`src/rtl/cos_acc_pkg.sv`:
```
// Shared types and defaults for the cosine accelerator job sequencer.
package cos_acc_pkg;

    localparam int X_W_DEF        = 16;
    localparam int RES_W_DEF      = 16;
    localparam int FIFO_DEPTH_DEF = 4;
    localparam int TIMEOUT_DEF    = 255;

    // Job sequencer states: wait for work, pulse start, wait for done.
    typedef enum logic [1:0] {
        IDLE   = 2'd0,
        LAUNCH = 2'd1,
        WAIT   = 2'd2
    } state_t;

endpackage

```
`src/rtl/sync_fifo.sv`:
```
// Small synchronous FIFO holding angle words until a job can be launched.
// Pointers carry one extra wrap bit so full and empty are distinguishable.
module sync_fifo #(
    parameter int X_W        = 16,
    parameter int FIFO_DEPTH = 4
) (
    input  logic           clk,
    input  logic           rst,
    input  logic           push,
    input  logic           pop,
    input  logic [X_W-1:0] din,
    output logic [X_W-1:0] dout,
    output logic           full,
    output logic           empty
);

    localparam int AW = $clog2(FIFO_DEPTH);

    logic [X_W-1:0] r_mem [FIFO_DEPTH];
    logic [AW:0]    r_wr_ptr;
    logic [AW:0]    r_rd_ptr;
    logic           w_do_push;
    logic           w_do_pop;

    // Pushes into a full FIFO and pops from an empty one are dropped.
    assign w_do_push = push && !full;
    assign w_do_pop  = pop && !empty;

    assign empty = (r_wr_ptr == r_rd_ptr);
    assign full  = (r_wr_ptr[AW] != r_rd_ptr[AW]) &&
                   (r_wr_ptr[AW-1:0] == r_rd_ptr[AW-1:0]);
    assign dout  = r_mem[r_rd_ptr[AW-1:0]];

    // Pointer update; reset flushes all entries.
    always_ff @(posedge clk or posedge rst) begin
        if (rst) begin
            r_wr_ptr <= '0;
            r_rd_ptr <= '0;
        end else begin
            if (w_do_push) r_wr_ptr <= r_wr_ptr + 1'b1;
            if (w_do_pop)  r_rd_ptr <= r_rd_ptr + 1'b1;
        end
    end

    // Storage write; contents are don't-care until the pointers cover them.
    always_ff @(posedge clk) begin
        if (w_do_push) r_mem[r_wr_ptr[AW-1:0]] <= din;
    end

endmodule

```
`src/rtl/cos_job_sequencer.sv`:
```
// Initiator side of the cosine accelerator start/done handshake.
// Handshakes: a transfer happens on a rising clk edge where valid and ready
// are both high; in_ready depends only on FIFO fullness, never on in_valid,
// and out_valid stays high with out_data stable until out_ready is seen.
module cos_job_sequencer
    import cos_acc_pkg::*;
#(
    parameter int X_W        = X_W_DEF,
    parameter int RES_W      = RES_W_DEF,
    parameter int FIFO_DEPTH = FIFO_DEPTH_DEF,
    parameter int TIMEOUT    = TIMEOUT_DEF
) (
    input  logic             clk,
    input  logic             rst,
    input  logic             in_valid,
    input  logic [X_W-1:0]   in_data,
    output logic             in_ready,
    output logic             acc_start,
    output logic [X_W-1:0]   acc_x,
    input  logic             acc_done,
    input  logic [RES_W-1:0] acc_res,
    output logic             out_valid,
    output logic [RES_W-1:0] out_data,
    input  logic             out_ready,
    output logic             busy,
    output logic             err_timeout,
    output logic [15:0]      jobs_done,
    output state_t           dbg_state
);

    localparam int               CNT_W   = $clog2(TIMEOUT + 1);
    localparam logic [CNT_W-1:0] CNT_MAX = '1;
    localparam logic [CNT_W-1:0] TO_VAL  = CNT_W'(TIMEOUT);

    state_t             r_state;
    logic [CNT_W-1:0]   r_cnt;
    logic               r_acc_start;
    logic [X_W-1:0]     r_acc_x;
    logic               r_out_valid;
    logic [RES_W-1:0]   r_out_data;
    logic               r_err;
    logic [15:0]        r_jobs;

    logic               w_full;
    logic               w_empty;
    logic               w_push;
    logic               w_pop;
    logic [X_W-1:0]     w_head;
    logic [CNT_W-1:0]   w_cnt_inc;

    assign in_ready = !w_full;
    assign w_push   = in_valid && !w_full;
    // Launch only when the output slot is free so a result can never be lost.
    assign w_pop    = (r_state == IDLE) && !w_empty && !r_out_valid && !r_err;

    // Timeout counter saturates rather than wrapping.
    assign w_cnt_inc = (r_cnt == CNT_MAX) ? r_cnt : r_cnt + 1'b1;

    sync_fifo #(
        .X_W        (X_W),
        .FIFO_DEPTH (FIFO_DEPTH)
    ) u_fifo (
        .clk   (clk),
        .rst   (rst),
        .push  (w_push),
        .pop   (w_pop),
        .din   (in_data),
        .dout  (w_head),
        .full  (w_full),
        .empty (w_empty)
    );

    // Job FSM with output register, timeout supervision and job counter.
    always_ff @(posedge clk or posedge rst) begin
        if (rst) begin
            r_state     <= IDLE;
            r_cnt       <= '0;
            r_acc_start <= 1'b0;
            r_acc_x     <= '0;
            r_out_valid <= 1'b0;
            r_out_data  <= '0;
            r_err       <= 1'b0;
            r_jobs      <= '0;
        end else begin
            r_acc_start <= 1'b0;
            if (r_out_valid && out_ready) r_out_valid <= 1'b0;
            case (r_state)
                IDLE: begin
                    if (w_pop) begin
                        r_acc_x     <= w_head;
                        r_acc_start <= 1'b1;
                        r_state     <= LAUNCH;
                    end
                end
                LAUNCH: begin
                    r_cnt   <= '0;
                    r_state <= WAIT;
                end
                WAIT: begin
                    // A done pulse wins over a timeout landing in the same cycle.
                    if (acc_done) begin
                        r_out_data  <= acc_res;
                        r_out_valid <= 1'b1;
                        r_jobs      <= r_jobs + 16'd1;
                        r_state     <= IDLE;
                    end else if (w_cnt_inc >= TO_VAL) begin
                        r_err   <= 1'b1;
                        r_state <= IDLE;
                    end else begin
                        r_cnt <= w_cnt_inc;
                    end
                end
                default: r_state <= IDLE;
            endcase
        end
    end

    assign acc_start   = r_acc_start;
    assign acc_x       = r_acc_x;
    assign out_valid   = r_out_valid;
    assign out_data    = r_out_data;
    assign err_timeout = r_err;
    assign jobs_done   = r_jobs;
    assign busy        = (r_state != IDLE) || !w_empty;
    assign dbg_state   = r_state;

endmodule

```
`config.mk`:
```
export PLATFORM = sky130hd
export DESIGN_NAME = cos_job_sequencer
export DESIGN_NICKNAME = d
export VERILOG_FILES = /design/src/rtl/cos_acc_pkg.sv /design/src/rtl/sync_fifo.sv /design/src/rtl/cos_job_sequencer.sv
export SDC_FILE = /design/constraint.sdc
export NUM_CORES = 1
export LEC_CHECK = 0
export CELL_PAD_IN_SITES_DETAIL_PLACEMENT = 1
export CELL_PAD_IN_SITES_GLOBAL_PLACEMENT = 1
export CORE_MARGIN = 2
export CORE_UTILIZATION = 35
export DETAILED_ROUTE_END_ITERATION = 12
export GPL_TIMING_DRIVEN = 0
export PLACE_DENSITY = 0.76
export SETUP_SLACK_MARGIN = 0.4
export SLEW_MARGIN = 15
export SYNTH_ARGS = -nofsm -noshare
export SYNTH_HDL_FRONTEND = slang
export SYNTH_SLANG_ARGS = --single-unit
```
`constraint.sdc`:
```
create_clock -name clk -period 2.42 [get_ports clk]
set_input_delay 0.242 -clock clk [delete_from_list [all_inputs] [get_ports clk]]
set_output_delay 0.242 -clock clk [all_outputs]
set_load 0.02 [all_outputs]
```
=== After elaboration in Yosys (flattened, before gate mapping) ===
Memory sizes are Yosys's and may differ from the RTL's. A register that Yosys moved wholly into a read port is not among the register bits.
Index checks and enable logic that the tools add are counted.

* Bits in writable memories: 64
* Register bits after elaboration: 51
* Memories: 1
* Input port bits: 37

* Mux-type cells: 15
* Reductions and logical operators: 21
* Bitwise operators: 1
* $add $sub $neg: 4
* Order comparisons: 1
* Equal/unequal tests: 10

{| class="wikitable"
|+ Memories
! name !! words !! width !! read ports !! clocked after memory_dff !! write ports !! line !! source
|-
| u_fifo.r_mem || 4 || 16 || 1 || 1 || 1 || sync_fifo.sv:19 || <nowiki>logic [X_W-1:0] r_mem [FIFO_DEPTH];</nowiki>
|}

{| class="wikitable"
|+ Operators with widths
! cell !! number
|-
| 8-bit 2-to-1 mux || 3
|-
| 16-bit by 1-bit adder with 16-bit output (second input constant) || 1
|-
| 8-bit case mux with 2 select lines || 1
|-
| 8-bit by 1-bit adder with 8-bit output (second input constant) || 1
|-
| 8-bit == test (second input constant) || 1
|-
| 8-bit >= comparator (second input constant) || 1
|-
| 1-bit logical AND || 8
|-
| 1-bit 2-to-1 mux || 7
|-
| 3-bit by 1-bit adder with 3-bit output (second input constant) || 2
|-
| 2-bit 2-to-1 mux || 3
|-
| 2-bit case mux with 3 select lines || 1
|-
| 2-bit AND reduction || 3
|-
| 3-bit AND reduction || 2
|-
| 1-bit logical NOT || 4
|-
| 2-bit inequality test (second input constant) || 2
|-
| 2-bit nonzero test || 2
|-
| 3-bit == test || 1
|-
| 3-bit inequality test (second input constant) || 1
|-
| 2-bit by 1-bit == test with 1-bit output (second input constant) || 1
|-
| 2-bit == test || 1
|-
| 2-bit == test (second input constant) || 1
|-
| 2-bit logical NOT || 1
|-
| 2-bit by 1-bit inequality test with 1-bit output (second input constant) || 1
|-
| 1-bit logical OR || 1
|-
| other kinds (2) || 2
|}

=== Longest topological paths before layout ===
* Word-level depth: 7
* Gate-level depth with buffers: 8
* Depth with buffers taken out: 7

=== Hierarchy ===
Synthesis repeated with hierarchy kept, for this count alone.

* Cells, all modules: 386
* Area, all modules: 5561.6 µm²

{| class="wikitable"
|+ By module, submodules not included
! module !! area each (µm²) !! times used !! cells each !! sequential area each (µm²)
|-
| sync_fifo || 2813.9 || 1 || 133 || 2072.0
|-
| cos_job_sequencer || 2747.6 || 1 || 253 || 1526.5
|}

=== Worst setup path before layout ===
OpenSTA, ideal clock, no wires.

* Path kind: reg-to-reg
* Start point: reg r_cnt[1]
* End point: reg r_cnt[7]
* Path slack: 0.476 ns
* Required time: 2.300 ns
* Stages on the path, launching flop included: 8
* Arrival time: 1.823 ns
* Setup time: 0.120 ns
* Buffers on the path: 0
* Period minus slack after synthesis: 1.944 ns
* Path through: dfrtp_1 ha_1 and3_1 nand3_1 a21oi_2 o31ai_2 or4b_1 o211a_1

* Cells in the longest elaborated chain, start to end: 5

{| class="wikitable"
|+ RTL lines
! element !! line !! source
|-
| start: declaration || cos_job_sequencer.sv:36 || <nowiki>logic [CNT_W-1:0] r_cnt;</nowiki>
|-
| start signal: assignment || cos_job_sequencer.sv:110 || <nowiki>r_cnt <= w_cnt_inc;</nowiki>
|-
| 8-bit by 1-bit adder with 8-bit output / 8-bit == test (equally long branches) || cos_job_sequencer.sv:57 || <nowiki>assign w_cnt_inc = (r_cnt == CNT_MAX) ? r_cnt : r_cnt + 1'b1;</nowiki>
|-
| 8-bit 2-to-1 mux * || cos_job_sequencer.sv:57 ||
|-
| 8-bit >= comparator / 8-bit 2-to-1 mux (equally long branches) || cos_job_sequencer.sv:106 || <nowiki>end else if (w_cnt_inc >= TO_VAL) begin</nowiki>
|-
| 2-bit inequality test (no line) / 8-bit 2-to-1 mux (equally long branches) || n/a ||
|-
| 3-bit AND reduction (no line) / 8-bit case mux with 2 select lines (equally long branches) || n/a ||
|}

Mark *: on every way between the ends. The rest lies on a longest branch, timed or not. The select of a mux whose other input is x is not followed.
A chain may end at the register's enable or synchronous reset.

=== Worst setup path in the final report ===
Same ends and word-level chain as after synthesis.

==> metrics.md <==
| Metric | Value |
|---|---|
| DR WL/cell | 19.0 um |
| Compound-Gate Fraction of Synth Area | 0.0434 |
| Final cell utilization of the core | 0.493 |
| Slack of the critical path | 0.361 ns |
| Max clock buf depth | 2 |
| Layout Nets | 539 |
| Tot Pwr | 9.78 mW |
| CTS Buf Count | 17 |
| Yosys reg bits | 131 |
| Final setup vio count | 0 |
| CTS tree | yes |
| TritonCTS Sinks | 131 |
| DRT antenna net count | 0 |
| Final Hold Fails | 0 |
| Final worst-path cycle share | 0.851 |
| VDD IR max | 734 uV |
| Synth top area share | 0.358 |
| Worst Reg-to-Reg Cells | 8 |
| Syn Inst Count | 372 |
| Detailed placement HPWL | 8.37 mm |
| Layout Skew | 0.0109 ns |
| Layout area overhead | 38.7% |
| Crit path max fanout | 4 |
| CP required | 2.73 ns |
| Max-slew violations | 0 |
| Clock root buffer | clkbuf_16 |
| Post-Syn Nets | 416 |
| Critical setup path kind | flop to flop |
| CP arrival | 2.37 ns |
| Die Area | 16300 sq um |
| Hold Buf Count CTS | 0 |
| Hold crit path type | input pin to async pin |
| Maximum number of pins on one net before global-route repair | 58 |
| Die height | 128 um |
| DRT iter0 DRCs | 163 |
| Max-Cap Viols | 0 |
| Peak Freq | 486 MHz |
| Synth top area cells | edfxtp_1, dfrtp_1, mux4_2, nand2_1, mux2_2 |
| Largest stage delay on the critical path | 0.52 ns |
| First-pass GRT wire length | 20.5 mm |
| Core ar. | 15100 sq um |
| Setup TNS | 0 ns |
| Startpoint types | flop |
| Status | completed |
| Mean Syn Cell Area | 14.4 sq um |
| Simple-gate area share of the yosys netlist | 0.112 |
| Yosys warning count | 0 |
| Slew HR | 0.597 |
| H-tree Lvls | 4 |
| Period minus WS final | 2.06 ns |
| Core Rows | 45 |
| Clk Latency, worst-skew pair | 0.42 ns |
| Initial core utilization | 0.356 |
| Fill cells | 1478 |
| Worst-Margin Slew | 0.605 ns |
| Pre-antenna DRT Iters | 4 |
| Async set or reset register ratio after synthesis | 0.511 |
| Cell area after synthesis | 5370 sq um |
| CP endpoint kind | flop |
| Ys flop type | dfrtp_1 |
| Post-synthesis adder-cell area fraction | 0.0163 |
| Share of cells above drive strength 1 | 0.238 |
| CP Cell Sequence | buf_6, buf_6, nand3b_1, a21oi_2, o211ai_1, o31ai_4, or4b_1, o211a_1 |
| GRT Resource Usage Total | 0.168 |
| I/O Pins | 92 |
| GRT Residual Overflow | 0 |
| FF-to-FF Start | r_cnt[1]$_DFFE_PP0P_ |
| Clock transition at path regs | 0.06 ns |
| DRC violations left | 0 |
| WL final | 13.2 mm |
| Xor-xnor portion of the synthesized cell area | 0.0359 |
| CP dominant cell by count | buf_6 |
| Pre-CTS WS | 0.176 ns |
| Vias per cell | 4.99 |
| Leak Pwr | 2.94 nW |
| Power Density | 1310 nW/um^2 |
| Reg2Reg Setup Slack | 0.36 ns |
| N_diodes | 0 |
| Gpl congestion | 0.796 |
| Vias in the first global route | 3729 |
| Synth cell count leaders | nand2_1, dfrtp_1, edfxtp_1 |
| Detailed-route via count | 3473 |
| IO buf count | 90 |
| Initial antenna violation count | 1 |
| Most common cell in the netlist | nand2_1 |
| Die X-Extent | 128 um |
| Share of the yosys chip area belonging to registers | 0.670 |
| Synth area leader | edfxtp_1 |
| Distinct cell type count after synthesis | 47 |
| RSZ-0062 raised after global routing | true |
| Main combinational cell family by area after synthesis | simple AND/OR/NAND/NOR gates |
| Mux contribution to synthesized area | 0.103 |
| R2R Path End | r_cnt[7]$_DFFE_PP0P_ |
| Number of synthesized flops with an enable pin | 64 |
| Slowest-stage cell, CP | or4b_1 |
-- worst max path at each step --
stage / startpoint / end / cells after the start
floorplan: r_cnt[1]$_DFFE_PP0P_ / r_cnt[7]$_DFFE_PP0P_ / 7
global placement: rst / acc_x[15]$_DFFE_PP0P_ / 2
detailed placement: u_fifo.r_rd_ptr[1]$_DFFE_PP0P_ / u_fifo.r_mem[3][5]$_DFFE_PP_ / 4
CTS: u_fifo.r_rd_ptr[0]$_DFFE_PP0P_ / busy / 6
global route: r_cnt[0]$_DFFE_PP0P_ / r_cnt[7]$_DFFE_PP0P_ / 7
finish: r_cnt[1]$_DFFE_PP0P_ / r_cnt[7]$_DFFE_PP0P_ / 8
-- cell usage in the layout (no fill, tap or decap), drive strengths merged, types with 8 or more instances in the layout --
| cell | Yosys | layout |
|---|---|---|
| mux2 | 17 | 17 |
| nor2 | 9 | 9 |
| clkbuf | 4 | 25 |
| clkdlybuf4s50 | 0 | 88 |
| and3 | 9 | 9 |
| edfxtp | 64 | 64 |
| buf | 10 | 21 |
| nand2 | 70 | 70 |
| nand3 | 10 | 10 |
| mux4 | 16 | 16 |
| inv | 8 | 12 |
| xor2 | 8 | 8 |
| dfrtp | 67 | 67 |
| xnor2 | 14 | 14 |
-- kinds of logic after synthesis --
family / count (synthesis)
xor+xnor: 22
fa+ha+maj: 7
simple gates: 126
buf+inv: 22
mux: 33
flops: 131
compound gates: 31
-- final cells by class --
cell class,count,area (sq um),area share
timing repair buffer,104,1030,0.138
inverter,8,32.5,0.00437
clock buffer,17,425,0.0572
buffer,14,92.6,0.0124
tap,188,235,0.0316
sequential,131,3600,0.484
clock inverter,15,251,0.0338
multi-input combinational,219,1770,0.238
-- state kept, by name, indices dropped and copies added, names as in the netlist --
register	cells
u_fifo.r_mem	64
acc_x	16
jobs_done	16
out_data	16
r_cnt	8
u_fifo.r_rd_ptr	3
u_fifo.r_wr_ptr	3
dbg_state	2
acc_start	1
err_timeout	1
out_valid	1
-- stage by stage --
stage,hold WS [ns],cell area (sq um),std cells
floorplan,0.338,5370,372
global placement,0.459,6500,650
detailed placement,0.462,6530,651
CTS,0.0769,7280,687
global route,0.0776,7440,696
finish,0.0891,7440,696
-- worst max-delay path: cells and delay by family, from the launching register on --
kind / cells / cell delay, ns
compound gates: 4 / 0.65
flops: 1 / 0.44
simple gates: 2 / 0.61
buf+inv: 2 / 0.25
-- report_power, final --
part,total [mW],switching [mW],internal (mW)
Clock,2.97,1.02,1.94
Sequential,3.41,0.387,3.03
Combinational,3.40,1.74,1.66
-- timing repair --
item	CTS	global route
pin swaps	3	11
buffers inserted	4	8
gates resized for setup	16	30
endpoints found under the setup margin	79	26
gates cloned	0	1
-- metal layers --
metal  vias to the layer above  track usage  part of all wire
met4                         2       0.0608             0.018
met5                         -            0           0.00098
li1                       1604            -                 -
met3                        22       0.0526             0.048
met2                        84        0.285              0.52
met1                      1761        0.203              0.41
No activity file was read; power rests on OpenSTA's default activity.
